==> config.mk <==
export PLATFORM = sky130hd
export DESIGN_NAME = fetch_ctrl
export DESIGN_NICKNAME = d
export VERILOG_FILES = /design/src/rtl/fetch_ctrl_pkg.sv /design/src/rtl/fetch_ctrl_stall_monitor.sv /design/src/rtl/fetch_ctrl.sv
export SDC_FILE = /design/constraint.sdc
export NUM_CORES = 1
export LEC_CHECK = 0
export CAP_MARGIN = 20
export CORE_UTILIZATION = 30
export CTS_CLUSTER_SIZE = 40
export DETAILED_ROUTE_END_ITERATION = 8
export SLEW_MARGIN = 20
export SYNTH_ARGS = -nofsm -noshare
export SYNTH_HDL_FRONTEND = slang
export SYNTH_SLANG_ARGS = --single-unit
==> constraint.sdc <==
create_clock -name clk -period 2.45 [get_ports clk]
set_input_delay 0.49 -clock clk [delete_from_list [all_inputs] [get_ports clk]]
set_output_delay 0.49 -clock clk [all_outputs]
set_load 0.005 [all_outputs]
==> src/rtl/fetch_ctrl_pkg.sv <==
// Shared encodings for the fetch sequencing controller: next-PC source
// classes and controller state codes.
package fetch_ctrl_pkg;

    typedef enum logic [2:0] {
        PCNORMAL = 3'd0,
        PCBRANCH = 3'd1,
        PCJUMP   = 3'd2,
        PCJREG   = 3'd3,
        PCERET   = 3'd4
    } pcsrc_t;

    typedef enum logic [1:0] {
        RUN     = 2'd0,
        HOLD    = 2'd1,
        INT_ACK = 2'd2
    } fetch_state_t;

    localparam int PCSRC_W = 3;
    localparam int STATE_W = 2;

    // Branches and jumps always fetch their delay slot; eret does not.
    function automatic logic has_delay_slot(input logic [PCSRC_W-1:0] src);
        return (src == PCBRANCH) || (src == PCJUMP) || (src == PCJREG);
    endfunction

    function automatic logic is_redirect(input logic [PCSRC_W-1:0] src);
        return has_delay_slot(src) || (src == PCERET);
    endfunction

endpackage

==> src/rtl/fetch_ctrl_stall_monitor.sv <==
// Frozen-cycle statistics: a saturating total stall counter and a sticky
// watchdog that trips when one continuous freeze lasts STALL_MAX cycles.
module fetch_ctrl_stall_monitor
    import fetch_ctrl_pkg::*;
#(
    parameter int               CNT_W     = 16,
    parameter logic [CNT_W-1:0] STALL_MAX = 1024
) (
    input  logic             clk,
    input  logic             reset,
    input  logic             froze,
    output logic [CNT_W-1:0] stall_cnt,
    output logic             stall_timeout
);

    logic [CNT_W-1:0] run_len;
    logic [CNT_W:0]   run_len_inc;
    logic             cnt_full;
    logic             run_full;

    assign run_len_inc = {1'b0, run_len} + {{CNT_W{1'b0}}, 1'b1};
    assign cnt_full    = &stall_cnt;
    assign run_full    = &run_len;

    always_ff @(posedge clk or posedge reset) begin
        if (reset) begin
            stall_cnt <= '0;
        end else if (froze && !cnt_full) begin
            stall_cnt <= stall_cnt + 1'b1;
        end
    end

    always_ff @(posedge clk or posedge reset) begin
        if (reset) begin
            run_len <= '0;
        end else if (!froze) begin
            run_len <= '0;
        end else if (!run_full) begin
            run_len <= run_len_inc[CNT_W-1:0];
        end
    end

    // Trip on the frozen cycle that brings the current run up to STALL_MAX.
    always_ff @(posedge clk or posedge reset) begin
        if (reset) begin
            stall_timeout <= 1'b0;
        end else if (froze && (run_len_inc >= {1'b0, STALL_MAX})) begin
            stall_timeout <= 1'b1;
        end
    end

endmodule

==> src/rtl/fetch_ctrl.sv <==
// Fetch sequencing controller: merges interrupts, stalls and decode redirects
// into the fetch unit's freeze / PC-source controls and tracks the delay slot.
module fetch_ctrl
    import fetch_ctrl_pkg::*;
#(
    parameter int               CNT_W     = 16,
    parameter logic [CNT_W-1:0] STALL_MAX = 1024
) (
    input  logic               clk,
    input  logic               reset,
    input  logic               d_valid,
    input  logic [PCSRC_W-1:0] d_pcsrc,
    input  logic               cmp_taken,
    input  logic               hazard_stall,
    input  logic               d_is_mdu,
    input  logic               mdu_busy,
    input  logic               epc_wr_pending,
    input  logic               int_req,
    output logic               froze,
    output logic [PCSRC_W-1:0] pcsrc,
    output logic               alu_zero,
    output logic               request_int,
    output logic               flush_fd,
    output logic               bd_f,
    output logic [CNT_W-1:0]   stall_cnt,
    output logic               stall_timeout,
    output logic [STATE_W-1:0] state
);

    fetch_state_t      state_q;
    fetch_state_t      state_d;
    logic              bd_d;
    logic              stall;
    logic              redir;
    pcsrc_t            rd_pcsrc;
    logic              rd_alu_zero;
    logic              rd_flush;
    logic              rd_bd;

    assign stall = hazard_stall
                 | (d_is_mdu & mdu_busy)
                 | (d_valid & (d_pcsrc == PCERET) & epc_wr_pending);

    assign redir = d_valid && is_redirect(d_pcsrc);

    // What an unstalled decode instruction asks of fetch this cycle.
    always_comb begin
        rd_pcsrc    = PCNORMAL;
        rd_alu_zero = 1'b0;
        rd_flush    = 1'b0;
        rd_bd       = 1'b0;
        if (redir) begin
            rd_pcsrc    = pcsrc_t'(d_pcsrc);
            rd_alu_zero = (d_pcsrc == PCBRANCH) && cmp_taken;
            rd_flush    = (d_pcsrc == PCERET);
            rd_bd       = has_delay_slot(d_pcsrc);
        end
    end

    always_ff @(posedge clk or posedge reset) begin
        if (reset) begin
            state_q <= RUN;
            bd_f    <= 1'b0;
        end else begin
            state_q <= state_d;
            bd_f    <= bd_d;
        end
    end

    always_comb begin
        froze       = 1'b0;
        pcsrc       = PCNORMAL;
        alu_zero    = 1'b0;
        request_int = 1'b0;
        flush_fd    = 1'b0;
        state_d     = state_q;
        bd_d        = 1'b0;
        case (state_q)
            RUN, HOLD: begin
                if (int_req) begin
                    request_int = 1'b1;
                    flush_fd    = 1'b1;
                    state_d     = INT_ACK;
                end else if (stall) begin
                    froze   = 1'b1;
                    state_d = HOLD;
                    bd_d    = bd_f;
                end else begin
                    pcsrc    = rd_pcsrc;
                    alu_zero = rd_alu_zero;
                    flush_fd = rd_flush;
                    bd_d     = rd_bd;
                    state_d  = RUN;
                end
            end
            // The level interrupt stays asserted until CP0 drops it; never re-request.
            INT_ACK: begin
                state_d = int_req ? INT_ACK : RUN;
                if (stall) begin
                    froze = 1'b1;
                    bd_d  = bd_f;
                end else begin
                    pcsrc    = rd_pcsrc;
                    alu_zero = rd_alu_zero;
                    flush_fd = rd_flush;
                    bd_d     = rd_bd;
                end
            end
            default: begin
                state_d = RUN;
            end
        endcase
        if (reset) begin
            froze       = 1'b0;
            pcsrc       = PCNORMAL;
            alu_zero    = 1'b0;
            request_int = 1'b0;
            flush_fd    = 1'b0;
        end
    end

    assign state = state_q;

    fetch_ctrl_stall_monitor #(
        .CNT_W     (CNT_W),
        .STALL_MAX (STALL_MAX)
    ) u_stall_monitor (
        .clk           (clk),
        .reset         (reset),
        .froze         (froze),
        .stall_cnt     (stall_cnt),
        .stall_timeout (stall_timeout)
    );

endmodule

; ---- After elaboration in Yosys (flattened, before gate mapping)
; Index checks and enable logic that the tools add are counted.
[op_classes]
n_addsub = 2
order_cmp = 1
n_eq_ne = 7
n_mux = 32
bitwise_logic = 5
reduce_logical = 12
[op_table]
columns = op, n
row1 = 16-bit 2-to-1 mux, 2
row2 = 16-bit AND reduction, 2
row3 = 1-bit 2-to-1 mux, 18
row4 = "16-bit by 1-bit adder with 17-bit output, second input constant", 1
row5 = "17-bit by 11-bit >= comparator with 1-bit output, second input constant", 1
row6 = "16-bit by 1-bit adder with 16-bit output, second input constant", 1
row7 = 3-bit 2-to-1 mux, 4
row8 = 1-bit case mux with 2 select lines, 4
row9 = "3-bit by 2-bit equality test with 1-bit output, second input constant", 2
row10 = 3-bit case mux with 2 select lines, 1
row11 = 1-bit logical AND, 4
row12 = 2-bit 2-to-1 mux, 2
row13 = 2-bit case mux with 2 select lines, 1
row14 = 1-bit AND, 3
row15 = "3-bit by 1-bit equality test with 1-bit output, second input constant", 1
row16 = "3-bit equality test, second input constant", 1
row17 = 1-bit logical OR, 3
row18 = "2-bit by 1-bit equality test with 1-bit output, second input constant", 1
row19 = "2-bit equality test, second input constant", 1
row20 = 2-bit zero test, 1
row21 = "2-bit != test, second input constant", 1
row22 = 1-bit bitwise OR, 2
row23 = 2-bit OR reduction, 1
row24 = 1-bit zero test, 1
[word_totals]
ff_bits = 36
inputBits = 12
out_inout_bits = 27
elab_cells = 64

; ---- Longest topological paths before layout
; Gate-level depths: netlist (run 1).
[logic_depth]
ltp_word = 10
mapped_depth = 6
ltp_nobuf = 6

; ---- Hierarchy
; Synthesis (run 1) repeated with hierarchy kept, for this count alone.
[hier_totals]
hier_cells = 192
area_unflattened_um2 = 1971.9
[by_module_without_submodules]
columns = mod, n_inst, cells_per_inst, area_each_um2, seq_area_each_um2
row1 = fetch_ctrl_stall_monitor, 1, 161, 1697.9, 825.8
row2 = fetch_ctrl, 1, 31, 274.0, 75.1

; ---- Least setup slack after synthesis (run 1)
; OpenSTA, ideal clock, no wires.
[synth_timing]
path_type = input -> output
from = input int_req
to = output alu_zero
arrival_time_ps = 1564
required_time_ps = 1960
slack_ps = 396
stages = 5
path_buffers = 0
cell_sequence = nor2b_2 > a211o_1 > nor4b_1 > and2_1 > and3_1
[synth_via]
elab_chain_len = 3
[synth_lines]
columns = element, line
row1 = start: declaration, fetch_ctrl.sv:18  ; input logic int_req,
row2 = 1-bit 2-to-1 mux, fetch_ctrl.sv:80  ; if (int_req) begin
row3 = 1-bit case mux with 2 select lines, fetch_ctrl.sv:78  ; case (state_q)
row4 = 1-bit 2-to-1 mux, fetch_ctrl.sv:113  ; if (reset) begin
row5 = end: declaration, fetch_ctrl.sv:21  ; output logic alu_zero,
; Every way passes these cells.

; ---- Worst setup path in the final report (run 1)
[layout_timing]
from = input d_is_mdu
to = output froze
[layout_via]
elab_chain_len = 7
[layout_lines]
columns = element, line
row1 = start: declaration, fetch_ctrl.sv:15  ; input logic d_is_mdu,
row2 = 1-bit AND *, fetch_ctrl.sv:41  ; | (d_is_mdu & mdu_busy)
row3 = 1-bit bitwise OR *, fetch_ctrl.sv:41
row4 = 1-bit bitwise OR *, fetch_ctrl.sv:42  ; | (d_valid & (d_pcsrc == PCERET) & epc_wr_pending);
row5 = 1-bit 2-to-1 mux *, "fetch_ctrl.sv:84, fetch_ctrl.sv:99"
row6 = 1-bit 2-to-1 mux, fetch_ctrl.sv:80
row7 = 1-bit case mux with 2 select lines *, fetch_ctrl.sv:78
row8 = 1-bit 2-to-1 mux *, fetch_ctrl.sv:113
row9 = end: declaration, fetch_ctrl.sv:19  ; output logic froze,
; Mark *: on every way between the ends. The rest lies on a longest branch, timed or not.

==> impl_metrics.ini, run 1 <==
[cts]
cts_root_buffer = clkbuf_8
clk_pin_slew_ps = 70
cts_buffers = 5
cts_max_level = 2
cts_tree = built
cts_sinks = 36
clk_path_buf_depth = 2
cts_hold_buf = 0
clkLatencyLatePin_ps = 280

[global_route]
antenna_found_initial = 0
grt_pass1_wl_um = 7560
grtUsageTotal = 0.144
grt_pass1_vias = 1599
grt_overflow = 0
grt_start_max_net_pins = 37

[worst_setup_path]
required_ps = 1960
cpMaxStageDelayCell = clkdlybuf4s50_1
cp_cell_sequence = clkdlybuf4s50_1, a21o_1, buf_4, buf_4, a41o_1, nand2_4, inv_1, clkdlybuf4s15_1
crit_top_cell = buf_4
crit_type = in2out
critical-path-max-stage-delay_ps = 400
crit_fanout = 4
critical_path_arrival_ps = 1920
cp-start-kind = primary input
crit_family = buffers and inverters
cp_num_buf_inv = 5
end_kind = primary output

[yosys]
ys_seq_area_frac = 0.464
synth_edf_count = 0
synth_ff_type = dfrtp_1
synth.distinct_cells = 42
syn-num-nets = 210
ys.warnings.count = 0
avgSynthCellArea_sq_um = 9.95
synthArstFlopShare = 1.00
syn-instance-count = 195
ys_seq_elements = 36
syn_area_sq_um = 1940

[placement]
placed_cell_area_sq_um = 2520
place.gp.congestion = 0.734
dpl.hpwl_um = 3190
portBuffers = 38

[sta]
relSlewSlack = 0.620
fin_skew_ps = 5.88
fmax_ghz = 0.416
finalMaxSlewViolations = 0
worstMarginPinSlew_ps = 565
min_period_over_period = 0.982
finalCriticalPeriod_ps = 2410
hold_viol_final = 0
setup_viol = 0

[floorplan]
initial_core_util = 0.318
die-height_um = 82.4
core_area_sq_um = 6100
num_rows = 28
die_w_um = 82.4
dieArea_sq_um = 6790
pin_count = 39

[route]
via_per_inst = 5.00
drc = 0
routedWlPerCell_um = 13.5
via_count = 1666
ant_nets = 0
finalWirelength_um = 4510
drt_iter0_drc = 73
drt_first_pass_iters = 5

[final_layout]
fin_util = 0.439
stdcell_area_sq_um = 2680
drive_above_1_share = 0.182
area_growth_pct = 37.9
fin_nets = 272
antennaDiodeCount = 0

[min_path]
hold_class = reg2reg

[flow_run]
drv_cap = 0

[power_and_ir_drop]
power_per_cell_area_nw_per_um2 = 564
p_leak_nw = 1.14
irDropWorstVdd_uv = 569

[run_status]
status = finished clean
timing repair:
| item | in CTS | in global routing |
|---|---|---|
| buffers inserted | 2 | 2 |
| pin swaps | 8 | 5 |
| hold endpoints to repair | 0 | 0 |
| resized for setup | 20 | 6 |
| endpoints found under the setup margin | 6 | 2 |
synthesized netlist by cell type (all sizes together) (3+ instances only):
cell type  count  area share
and3           6       0.019
nor4          10       0.035
nor2          19       0.037
a211oi         4       0.022
nand2         11       0.025
inv           10       0.019
xnor2         18       0.081
nor3          10       0.028
nand4          5       0.016
nand3         14       0.039
xor2           7       0.032
a21oi         11       0.028
dfrtp         36        0.46
and2           3      0.0097
ha             3       0.019
through the flow:
| stage | worst slack [ps] | setup TNS, ps | power (mW) | hold slack [ps] | instances |
|---|---|---|---|---|---|
| 2_1_floorplan | 396 | 0 | 0.876 | 485 | 195 |
| 3_3_place_gp | -484 | -2010 | 1.07 | 497 | 321 |
| 3_5_place_dp | -524 | -2130 | 1.08 | 499 | 321 |
| 4_1_cts | 4.35 | 0 | 1.52 | 514 | 331 |
| 5_1_grt | -9.21 | -9.21 | 1.59 | 526 | 333 |
| 6_report | 43.6 | 0 | 1.51 | 506 | 333 |
worst reg2reg max path, stage by stage (launching register included):
cell and delay (ps):
dfrtp_1 440, ha_1 220, nand3_1 180, nor3_1 530
and3_1 250, mux2i_1 240, a32oi_1 130
layout make-up:
class	instances	area, sq um
Clock buffer	6	82.6
Clock inverter	2	10.0
Sequential cell	36	901
Fill cell	623	3420
Inverter	10	37.5
Multi-Input combinational cell	146	1030
Tap cell	75	93.8
Timing Repair Buffer	58	519
metal layers:
layer / wire (um) / track usage
met4: 34 / 0.0368
met3: 157 / 0.0319
met1: 2090 / 0.189
met2: 2230 / 0.239
met5: 0 / 0
registers in the layout, indices dropped and copies added (netlist names):
register and count:
u_stall_monitor.run_len 16, u_stall_monitor.stall_cnt 16, bd_f 1, u_stall_monitor.stall_timeout 1
state 2
cells in the final DEF (no fill, tap or decap), types with 9 or more instances in the layout:
master and instances:
a21oi_1 11, buf_4 19, clkdlybuf4s50_1 29, dfrtp_1 36
inv_1 10, nand2_1 10, nand3_1 12, nor2_1 18
nor3_1 9, nor4_1 9, xnor2_1 18
report_power, final:
part           internal [mW]  switching [mW]
clock                  0.224           0.209
sequential             0.649          0.0694
combinational          0.199           0.159
worst paths after layout:
path | from | to | slack [ps] | cells after the start
max | d_is_mdu | froze | 40 | 8
min | u_stall_monitor.stall_cnt[10] | u_stall_monitor.stall_cnt[10] | 510 | 1
max reg2reg | u_stall_monitor.run_len[0] | u_stall_monitor.stall_timeout | 330 | 6
min reg2reg | u_stall_monitor.stall_cnt[10] | u_stall_monitor.stall_cnt[10] | 510 | 1
max in group asynchronous | reset | u_stall_monitor.run_len[5] | 1500 | 4
min in group asynchronous | reset | bd_f | 630 | 4
cells by family (layout without fill, tap and decap cells):
logic type | count (synthesis) | after routing | synth area share
AOI/OAI and AO/OA | 28 | 28 | 0.115
xor gates and xnor gates | 25 | 25 | 0.113
adders and majority gates | 3 | 3 | 0.0193
buffers and inverters | 13 | 76 | 0.0264
DFF | 36 | 36 | 0.464
muxes | 3 | 3 | 0.0187
and+or+nand+nor | 87 | 87 | 0.244
Note: power is estimated with default switching activity, not from simulation.
==> inputs of run 2 (changes only) <==
Settings changed: GPL_ROUTABILITY_DRIVEN from default to 0.
==> results of run 2 <==
Same layout as run 1: the final DEF is identical, and so are final timing and power.
==> inputs of run 3 (changes only) <==
Settings changed: CORE_UTILIZATION 30 to 40.
==> impl_metrics.ini, run 3 (synthesized netlist as in run 1, its figures left out) <==
[cts]
cts_hold_buf = 0
cts_tree = built
clkLatencyLatePin_ps = 280
cts_buffers = 5
clk_path_buf_depth = 2
clk_pin_slew_ps = 60
cts_max_level = 2
cts_root_buffer = clkbuf_8
cts_sinks = 36

[worst_setup_path]
critical_path_arrival_ps = 1890
required_ps = 1960
crit_fanout = 4
worst_r2r_endpoint = u_stall_monitor.stall_timeout
crit_type = in2out
rrSetupSlack_ps = 370
rr_startpoint = u_stall_monitor.run_len[0]
cp-start-kind = primary input
end_kind = primary output
reg2regPathDepth = 6

[sta]
min_period_over_period = 0.973
fmax_ghz = 0.419
fin_skew_ps = 9.02
rsz0062_at_grt = yes
worstMarginPinSlew_ps = 533
setup_viol = 0
hold_viol_final = 0
finalCriticalPeriod_ps = 2380
finalMaxSlewViolations = 0
relSlewSlack = 0.635

[placement]
portBuffers = 38
dpl.hpwl_um = 3360

[final_layout]
antennaDiodeCount = 0
layout_common_cells = dfrtp_1, clkdlybuf4s50_1, nor2_1, xnor2_1, buf_4
drive_above_1_share = 0.165
area_growth_pct = 34.1
layout_commonest_cell = dfrtp_1
fillers = 397
fin_util = 0.578
fin_nets = 270

[global_route]
antenna_found_initial = 0
grtUsageTotal = 0.193
grt_pass1_vias = 1757
grt_pass1_wl_um = 7910
grt_overflow = 0
grt_start_max_net_pins = 37

[floorplan]
die_w_um = 71.7
die-height_um = 71.7
pin_count = 39
num_rows = 24
initial_core_util = 0.431
dieArea_sq_um = 5130
core_area_sq_um = 4500

[power_and_ir_drop]
p_leak_nw = 1.11
power_mw = 1.46
power_per_cell_area_nw_per_um2 = 562
irDropWorstVdd_uv = 517

[run_status]
status = finished clean

[route]
drt_first_pass_iters = 4
ant_nets = 0
via_count = 1665
via_per_inst = 5.42
finalWirelength_um = 4580
drc = 0
drt_iter0_drc = 89
routedWlPerCell_um = 14.9

[min_path]
hold_class = reg2reg
hold_end = u_stall_monitor.stall_cnt[5]
holdCritStartpoint = u_stall_monitor.stall_cnt[5]
hold-path-cell-count = 1

[flow_run]
drv_cap = 0
run 3: cell count changes in the layout (fill, tap and decap cells not counted), sizes merged:
cell / change
buf: -1
clkinv: -1
dlygate4sd2: -1
run 3: worst max path at each step:
stage	startpoint	end	slack, ps	cells past startpoint
after floorplan	int_req	alu_zero	400	5
after global placement	int_req	alu_zero	-480	7
after detailed placement	int_req	alu_zero	-520	7
after CTS	d_pcsrc[1]	flush_fd	20	7
after global routing	mdu_busy	flush_fd	-80	7
final	mdu_busy	flush_fd	70	7
run 3: per-stage QoR:
step | instances | setup WS [ps] | instance area, sq um | setup TNS [ps] | hold slack [ps]
floorplan | 195 | 396 | 1940 | 0 | 485
global placement | 298 | -484 | 2490 | -1980 | 482
detailed placement | 298 | -525 | 2490 | -2210 | 511
CTS | 305 | 17.2 | 2580 | 0 | 523
global route | 307 | -77.4 | 2600 | -77.4 | 548
finish | 307 | 65.6 | 2600 | 0 | 520
run 3: metal layers:
metal,vias up,track usage,part of all wire
met1,817,0.241,0.45
met5,-,0,0
li1,820,-,-
met2,26,0.339,0.52
met3,2,0.0366,0.029
met4,0,0.0566,0.0044
run 3: layout make-up:
class	instances	area (sq um)	share of cell area
multi-input cells	146	1030	0.394
flip-flops and latches	36	901	0.346
repair buffers	56	495	0.190
clock buffers	6	72.6	0.0279
well taps	52	65.1	0.0250
inverters	10	37.5	0.0144
clock inverters	1	5.00	0.00192
run 3: critical path, cell delays in order:
cell and delay [ps]:
clkdlybuf4s50_1 400, a21o_1 240, buf_4 160, a2111oi_4 310, nor2_1 80, nor2_1 100
clkbuf_2 130
run 3: repair_timing:
item / in CTS / in global routing
resized for setup: 20 / 6
pin swaps: 6 / 6
endpoints found under the setup margin: 6 / 3
buffers inserted: 0 / 2
run 3: power by group:
| part | switching [mW] | internal [mW] | total (mW) |
|---|---|---|---|
| registers | 0.0682 | 0.649 | 0.718 |
| clock network | 0.197 | 0.193 | 0.390 |
| logic | 0.160 | 0.196 | 0.356 |
| total | 0.425 | 1.04 | 1.46 |
